**src/rtl/serdes_pkg.sv**
```systemverilog
// Shared definitions for the serial link deserializer and the matching serializer.
package serdes_pkg;

  // Frame FSM states
  typedef enum logic {
    IDLE  = 1'b0,
    SHIFT = 1'b1
  } state_t;

  // Bit-order selectors for the MSB_FIRST parameter
  localparam bit BIT_ORDER_MSB = 1'b1;
  localparam bit BIT_ORDER_LSB = 1'b0;

endpackage

```
**src/rtl/deser_shift_reg.sv**
```systemverilog
// Serial-in shift register. With clr the register restarts from a single
// bit (din) in the entry position, so an aborted frame leaves no residue.
module deser_shift_reg
  import serdes_pkg::*;
#(
  parameter int WIDTH     = 8,
  parameter bit MSB_FIRST = BIT_ORDER_MSB
) (
  input  logic             clk,
  input  logic             rst_n,
  input  logic             shift_en,
  input  logic             clr,
  input  logic             din,
  output logic [WIDTH-1:0] q
);

  logic [WIDTH-1:0] r_q;
  logic [WIDTH-1:0] w_shifted;
  logic [WIDTH-1:0] w_fresh;

  generate
    if (MSB_FIRST) begin : g_msb
      // New bit enters at the LSB and moves up
      assign w_shifted = {r_q[WIDTH-2:0], din};
      assign w_fresh   = {{(WIDTH-1){1'b0}}, din};
    end else begin : g_lsb
      // New bit enters at the MSB and moves down
      assign w_shifted = {din, r_q[WIDTH-1:1]};
      assign w_fresh   = {din, {(WIDTH-1){1'b0}}};
    end
  endgenerate

  // Shift (or restart) on every accepted bit
  always_ff @(posedge clk or negedge rst_n) begin
    if (!rst_n)        r_q <= '0;
    else if (shift_en) r_q <= clr ? w_fresh : w_shifted;
  end

  assign q = r_q;

endmodule

```
**src/rtl/serial_deser.sv**
```systemverilog
// Bit-serial receive deserializer with a single-entry valid/ready output
// holding register and a sticky overrun flag for dropped frames.
module serial_deser
  import serdes_pkg::*;
#(
  parameter int WIDTH     = 8,
  parameter bit MSB_FIRST = BIT_ORDER_MSB
) (
  input  logic             clk,
  input  logic             rst_n,
  input  logic             s_valid,
  input  logic             s_bit,
  input  logic             s_start,
  output logic [WIDTH-1:0] m_data,
  output logic             m_valid,
  input  logic             m_ready,
  output logic             busy,
  output logic             overrun,
  input  logic             clr_overrun
);

  localparam int CW = $clog2(WIDTH + 1);
  localparam logic [CW-1:0] LAST = CW'(WIDTH - 1);

  state_t           r_state, w_state_nxt;
  logic [CW-1:0]    r_cnt, w_cnt_nxt;
  logic             w_shift_en, w_clr, w_complete;
  logic [WIDTH-1:0] w_q, w_word;
  logic [WIDTH-1:0] r_m_data;
  logic             r_m_valid, r_overrun, w_can_load;

  deser_shift_reg #(.WIDTH(WIDTH), .MSB_FIRST(MSB_FIRST)) u_sr (
    .clk      (clk),
    .rst_n    (rst_n),
    .shift_en (w_shift_en),
    .clr      (w_clr),
    .din      (s_bit),
    .q        (w_q)
  );

  // The finished word includes the bit arriving this cycle, so it is formed
  // here rather than waiting a cycle for the shift register to catch up.
  generate
    if (MSB_FIRST) begin : g_word_msb
      assign w_word = {w_q[WIDTH-2:0], s_bit};
    end else begin : g_word_lsb
      assign w_word = {s_bit, w_q[WIDTH-1:1]};
    end
  endgenerate

  // State and bit counter registers
  always_ff @(posedge clk or negedge rst_n) begin
    if (!rst_n) begin
      r_state <= IDLE;
      r_cnt   <= '0;
    end else begin
      r_state <= w_state_nxt;
      r_cnt   <= w_cnt_nxt;
    end
  end

  // Next-state logic: start restarts a frame from any state, gaps hold
  always_comb begin
    w_state_nxt = r_state;
    w_cnt_nxt   = r_cnt;
    w_shift_en  = 1'b0;
    w_clr       = 1'b0;
    w_complete  = 1'b0;
    if (s_valid) begin
      if (s_start) begin
        w_shift_en  = 1'b1;
        w_clr       = 1'b1;
        w_cnt_nxt   = CW'(1);
        w_state_nxt = SHIFT;
      end else if (r_state == SHIFT) begin
        w_shift_en = 1'b1;
        if (r_cnt == LAST) begin
          w_complete  = 1'b1;
          w_cnt_nxt   = '0;
          w_state_nxt = IDLE;
        end else begin
          w_cnt_nxt = r_cnt + CW'(1);
        end
      end
    end
  end

  // A slot is free if empty or being drained on this same edge
  assign w_can_load = !r_m_valid || m_ready;

  // Output holding register: load on completion, drop on handshake
  always_ff @(posedge clk or negedge rst_n) begin
    if (!rst_n) begin
      r_m_data  <= '0;
      r_m_valid <= 1'b0;
    end else if (w_complete && w_can_load) begin
      r_m_data  <= w_word;
      r_m_valid <= 1'b1;
    end else if (r_m_valid && m_ready) begin
      r_m_valid <= 1'b0;
    end
  end

  // Sticky overrun: setting wins over a same-cycle clear
  always_ff @(posedge clk or negedge rst_n) begin
    if (!rst_n)                      r_overrun <= 1'b0;
    else if (w_complete && !w_can_load) r_overrun <= 1'b1;
    else if (clr_overrun)            r_overrun <= 1'b0;
  end

  assign m_data  = r_m_data;
  assign m_valid = r_m_valid;
  assign overrun = r_overrun;
  assign busy    = (r_state == SHIFT);

endmodule
```
**config.mk**
```make
export PLATFORM = sky130hd
export DESIGN_NAME = serial_deser
export DESIGN_NICKNAME = d
export VERILOG_FILES = /design/src/rtl/serdes_pkg.sv /design/src/rtl/deser_shift_reg.sv /design/src/rtl/serial_deser.sv
export SDC_FILE = /design/constraint.sdc
export NUM_CORES = 1
export LEC_CHECK = 0
export CORE_ASPECT_RATIO = 0.8
export CORE_UTILIZATION = 45
export DETAILED_ROUTE_END_ITERATION = 8
export GPL_TIMING_DRIVEN = 0
export PLACE_DENSITY = 0.71
export SYNTH_ARGS = -nofsm -noshare
export SYNTH_HDL_FRONTEND = slang
export SYNTH_SLANG_ARGS = --single-unit
```
**constraint.sdc**
```tcl
create_clock -name clk -period 1.39 [get_ports clk]
set_input_delay 0.278 -clock clk [delete_from_list [all_inputs] [get_ports clk]]
set_output_delay 0.278 -clock clk [all_outputs]
set_load 0.03 [all_outputs]
```
# Word-level counts from Yosys, hierarchy flattened
# Index checks and enable logic that the tools add are counted.
dict set report totals {
  inputBits 7
  ff_bits 22
  out_inout_bits 11
  word_cells 38
}
dict set report op_classes {
  n_addsub 1
  n_mux 20
  n_reduce_logical 10
  eq_ne 1
}
# op count
set ops {}
lappend ops {{1-bit two-way mux} 16}
lappend ops {{4-bit two-way mux} 3}
lappend ops {{7-bit two-way mux} 1}
lappend ops {{2-bit nonzero test} 3}
lappend ops {{4-bit by 1-bit adder with 4-bit output, second input constant} 1}
lappend ops {{4-bit by 3-bit == test with 1-bit output, second input constant} 1}
lappend ops {{1-bit logical AND} 3}
lappend ops {{1-bit zero test} 2}
lappend ops {{2-bit AND reduction} 1}
lappend ops {{1-bit logical OR} 1}

# Logic depth before layout (Yosys ltp)
dict set report logic_depth {
  ltp_word 7
  depth_mapped 5
  depth_no_buf 4
}

# Modules after synthesis
# A second synthesis with hierarchy kept.
dict set report hier_totals {
  cells_unflattened 83
  hier_area_um2 1002.2
}
# mod cells_each seq_area_each_um2 area_per_inst_um2 n_inst
set modules_own_cells {}
lappend modules_own_cells {serial_deser 52 375.4 665.6 1}
lappend modules_own_cells {deser_shift_reg 31 200.2 336.6 1}

# Least setup slack after synthesis
# No wires, ideal clock.
dict set report synth_timing {
  kind {flip-flop to flip-flop}
  startpoint {reg r_cnt[0]}
  endpoint {reg r_m_data[0], in the netlist m_data[0]}
  path_buffers 1
  t_required_ns 1.265
  synth_period_minus_slack_ns 1.519
  t_arrival_ns 1.394
  path_slack_ns -0.129
  stages_incl_launch_ff 6
  setup_time_ns 0.125
  path_cell_list {dfrtp_1 -> ha_1 -> and3b_1 -> and3_1 -> buf_6 -> mux2_4}
}
dict set report synth_via {
  elab_chain_cells 6
}
# item line
set synth_rtl {}
lappend synth_rtl {{start: declaration} serial_deser.sv:26} ;# logic [CW-1:0] r_cnt, w_cnt_nxt;
lappend synth_rtl {{start signal: assignment} serial_deser.sv:58} ;# r_cnt <= w_cnt_nxt;
lappend synth_rtl {{4-bit by 3-bit == test with 1-bit output} serial_deser.sv:77} ;# if (r_cnt == LAST) begin
lappend synth_rtl {{1-bit two-way mux} serial_deser.sv:77}
lappend synth_rtl {{1-bit two-way mux} serial_deser.sv:75} ;# end else if (r_state == SHIFT) begin
lappend synth_rtl {{1-bit two-way mux} serial_deser.sv:70} ;# if (s_start) begin
lappend synth_rtl {{1-bit two-way mux} serial_deser.sv:69} ;# if (s_valid) begin
lappend synth_rtl {{1-bit logical AND} serial_deser.sv:96} ;# end else if (w_complete && w_can_load) begin
lappend synth_rtl {{end signal: assignment} serial_deser.sv:97} ;# r_m_data <= w_word;
lappend synth_rtl {{end: declaration} serial_deser.sv:29} ;# logic [WIDTH-1:0] r_m_data;
# No other way between the ends.
# A chain may end at the register's enable or synchronous reset.

# Final worst setup path
dict set report layout_timing {
  startpoint {reg r_cnt[1]}
  endpoint {reg r_m_data[7], in the netlist m_data[7]}
}
# The elaborated chain is that of the path after synthesis.

==> qor.txt <==
====================================================================================================
Status                                                                                  finished with violations
Violated checks                                                                         setup timing
Core region area                                                                            2160 um2
Post-detailed-routing wire length                                                            2.04 mm
Number of maximum-capacitance violations                                                           0
Clock Sinks                                                                                       22
Standard-cell rows                                                                                15
Initial Util                                                                                   47.5%
Fraction of final layout cells sized beyond drive strength 1                                   29.9%
Weighted congestion reported at the end of routability-driven placement                        0.774
Fin. Hold Viols                                                                                    0
Overall via count from detail_route                                                              729
Top area cells in the synthesized netlist                                               sky130_fd_sc_hd__dfrtp_1 54%, sky130_fd_sc_hd__mux2_4 12%, sky130_fd_sc_hd__o2bb2ai_1 6.0%
Maximum number of pins on one net before global-route repair                                      23
Maximum clock skew at final layout                                                        0.00596 ns
Overflow left after global routing                                                                 0
Yosys reg bits                                                                                    22
Post-CTS Hold Fix Bufs                                                                             0
Worst setup margin                                                                        -0.0950 ns
Mapped Area                                                                                 1030 um2
Clock-pin slew reported for the worst setup and hold paths after clock tree synthesis        0.13 ns
Post-layout nets                                                                                 116
Port buffer count                                                                                 16
Critical path endpoint category                                                             register
Post-DR vias/cell                                                                               5.52
Max FO, Critical Path                                                                              8
Crit start category                                                                         register
Number of antenna violations at the first check in global routing                                  0
Half-perimeter wire length of the detailed placement result                                  1.24 mm
Crit path max-delay cell type                                                           sky130_fd_sc_hd__dfrtp_1
Number of distinct library cells after synthesis                                                  26
Horizontal die dimension                                                                     55.4 um
Minimum period implied by the final worst setup slack                                        1.48 ns
Period utilization                                                                              107%
CP delay by family, top                                                                 simple AND/OR/NAND/NOR gates
Number of setup violations in the final report                                                     8
Clock tree from TritonCTS                                                                      built
Worst voltage drop across the vdd grid                                                      0.896 mV
Class of the worst hold path                                                             in -> async
Largest buffer count on any clock path                                                             2
Number of DRC markers in iteration 0                                                              10
Placement-stage cell area                                                                   1220 um2
Worst setup path class                                                                    reg -> reg
Number of max-slew violations in the final report                                                  0
Pre-antenna DRT Iters                                                                              4
Count of nets left with antenna violations after detail routing                                    0
Footprint of the multi-input gates                                                           447 um2
Post-synthesis cell count                                                                         83
H-Tree Level Count                                                                                 1
Relative slew slack                                                                            35.2%
Mapped Nets                                                                                       91
Worst setup timing slack at the placement stage                                            -0.411 ns
Global-route wire length before repair                                                       3.21 mm
Die ar.                                                                                     2480 um2
Buf+Inv Stages, Crit Path                                                                          0
Wire length per cell after detailed routing                                                  15.4 um
Pwr Density                                                                              1180 nW/um2
Die Height                                                                                   44.7 um
Crit path DAT                                                                                1.69 ns
Share of synthesized area occupied by flip-flops and latches                                   53.7%
Cell chain of the critical path                                                         ha_2 -> and3b_2 -> and3_4 -> mux2_4
Biggest area consumer among synthesized cells                                           sky130_fd_sc_hd__dfrtp_1
Fraction of synthesized cell area taken by the top area cell type                              53.7%
Tot GR Track Use                                                                               17.3%
Worst EP required                                                                            1.60 ns
TritonCTS Buffers                                                                                  3
Fillcell total                                                                                   170
Synthesis-to-finish area growth                                                                26.7%
Root buf cell                                                                           sky130_fd_sc_hd__clkbuf_4
Post-layout power                                                                          0.00154 W
Clock insertion delay at the later pin of the skew report                                    0.31 ns
Number of remaining DRC errors                                                                     0
ANT cells                                                                                          0
Vias in the first global route                                                                   694
Setup repair after global routing missed its margin                                              yes
Biggest cell delay along the critical path                                                   0.39 ns
Synthesized area divided by synthesized cell count                                          12.4 um2
Final std cell area, no fill                                                                1300 um2
Slew at the pin with the worst max-slew slack                                               0.971 ns
Number of top-level pins                                                                          18
Highest clock rate                                                                         0.673 GHz
FF+latch area                                                                                552 um2
Warning count from the yosys run                                                                   0
P_leak                                                                                      0.583 nW
====================================================================================================
## cells in the final DEF (no fill, tap or decap), types with 2 or more instances in the layout
master                            netlist  final
sky130_fd_sc_hd__clkbuf_2               0      3
sky130_fd_sc_hd__buf_4                  0      5
sky130_fd_sc_hd__clkdlybuf4s15_1        0      8
sky130_fd_sc_hd__nor2b_1                8      8
sky130_fd_sc_hd__buf_2                  1      2
sky130_fd_sc_hd__mux2_4                 8      8
sky130_fd_sc_hd__nand2b_1               2      2
sky130_fd_sc_hd__a21oi_1                8      8
sky130_fd_sc_hd__o2bb2ai_1              7      7
sky130_fd_sc_hd__nand2_1                5      5
sky130_fd_sc_hd__dfrtp_1               22     21
sky130_fd_sc_hd__clkdlybuf4s50_1        0      4
sky130_fd_sc_hd__clkbuf_4               0      3
sky130_fd_sc_hd__o21ai_0                2      2
## state kept, by name, summed over array words and instances, names as in the netlist
register and flops:
u_sr.q 7, busy 1, overrun 1, m_valid 1, r_cnt 4, m_data 8
## power breakdown
part	total [W]	switching [W]	leakage (nW)	internal [W]
Sequential	0.000749	0.0000490	0.293	0.000700
Clock	0.000495	0.000204	0.0279	0.000292
Combinational	0.000292	0.000144	0.262	0.000148
Total	0.00154	0.000396	0.583	0.00114
## per-stage QoR
stage / setup TNS [ns] / util (%) / hold WS, ns / cells
floorplan: -0.773 / - / -0.0176 / 83
global placement: -6.80 / 56.6 / 0.489 / 124
detailed placement: -7.55 / 56.6 / 0.494 / 124
CTS: -0.539 / 60.0 / 0.223 / 132
global route: -1.04 / 60.2 / 0.185 / 132
finish: -0.731 / 60.2 / 0.0957 / 132
## final cells by class
class	count	share of cell area, %
plain buffers	4	1.92
clock buffers	3	1.73
clock inverters	1	2.31
inverters	2	0.577
multi-input cells	54	34.4
flip-flops and latches	22	42.4
well taps	25	2.41
repair buffers	21	14.2
## path summary, 6_finish.rpt
path                            startpoint  cells after the start   endpoint  slack (ns)
worst max-delay path              r_cnt[1]                      4  m_data[7]       -0.09
worst min-delay path                 rst_n                      1  m_data[4]         0.1
worst max register to register    r_cnt[1]                      4  m_data[7]       -0.09
worst min register to register   m_data[2]                      1  m_data[2]        0.52
max in group asynchronous            rst_n                      1       busy        0.64
min in group clk                   s_valid                      2       busy        0.23
## synth_stat cells
master,number
sky130_fd_sc_hd__nor2b_1,8
sky130_fd_sc_hd__a2111oi_0,1
sky130_fd_sc_hd__buf_2,1
sky130_fd_sc_hd__a221o_2,1
sky130_fd_sc_hd__ha_1,1
sky130_fd_sc_hd__a22o_2,1
sky130_fd_sc_hd__o21ai_0,2
sky130_fd_sc_hd__o31ai_1,1
sky130_fd_sc_hd__nand2b_1,2
sky130_fd_sc_hd__o2bb2ai_1,7
sky130_fd_sc_hd__inv_1,1
sky130_fd_sc_hd__and2_2,1
sky130_fd_sc_hd__nor3_1,1
sky130_fd_sc_hd__buf_6,2
sky130_fd_sc_hd__o22ai_1,1
sky130_fd_sc_hd__mux2_2,1
sky130_fd_sc_hd__dfrtp_1,22
sky130_fd_sc_hd__and3b_1,2
sky130_fd_sc_hd__clkinv_1,1
sky130_fd_sc_hd__a21oi_1,8
sky130_fd_sc_hd__nand4_1,1
sky130_fd_sc_hd__nand2_1,5
sky130_fd_sc_hd__a221o_1,1
sky130_fd_sc_hd__clkbuf_1,2
sky130_fd_sc_hd__mux2_4,8
sky130_fd_sc_hd__and3_1,1
## logic make-up (layout without fill, tap and decap cells)
logic type,after synthesis,after routing,synth area share [%]
fa+ha+maj,1,1,1.22
flops,22,22,53.7
compound gates,23,23,16.1
buf+inv,7,31,4.15
mux,9,9,12.8
simple gates,21,21,12.1
## what timing repair did
item	4_1_cts	5_1_grt
pin swaps	2	1
gates resized for setup	15	18
buffers inserted	5	0
setup endpoints to repair	19	23
## routing by layer
metal | up-vias | global-route usage, % | wire length, um
met4 | 0 | 4.50 | 21
met5 | - | 0 | 0
met2 | 12 | 28.4 | 983
met1 | 365 | 22.6 | 964
met3 | 2 | 6.02 | 70
li1 | 350 | - | -
Note: power is estimated with default switching activity, not from simulation.
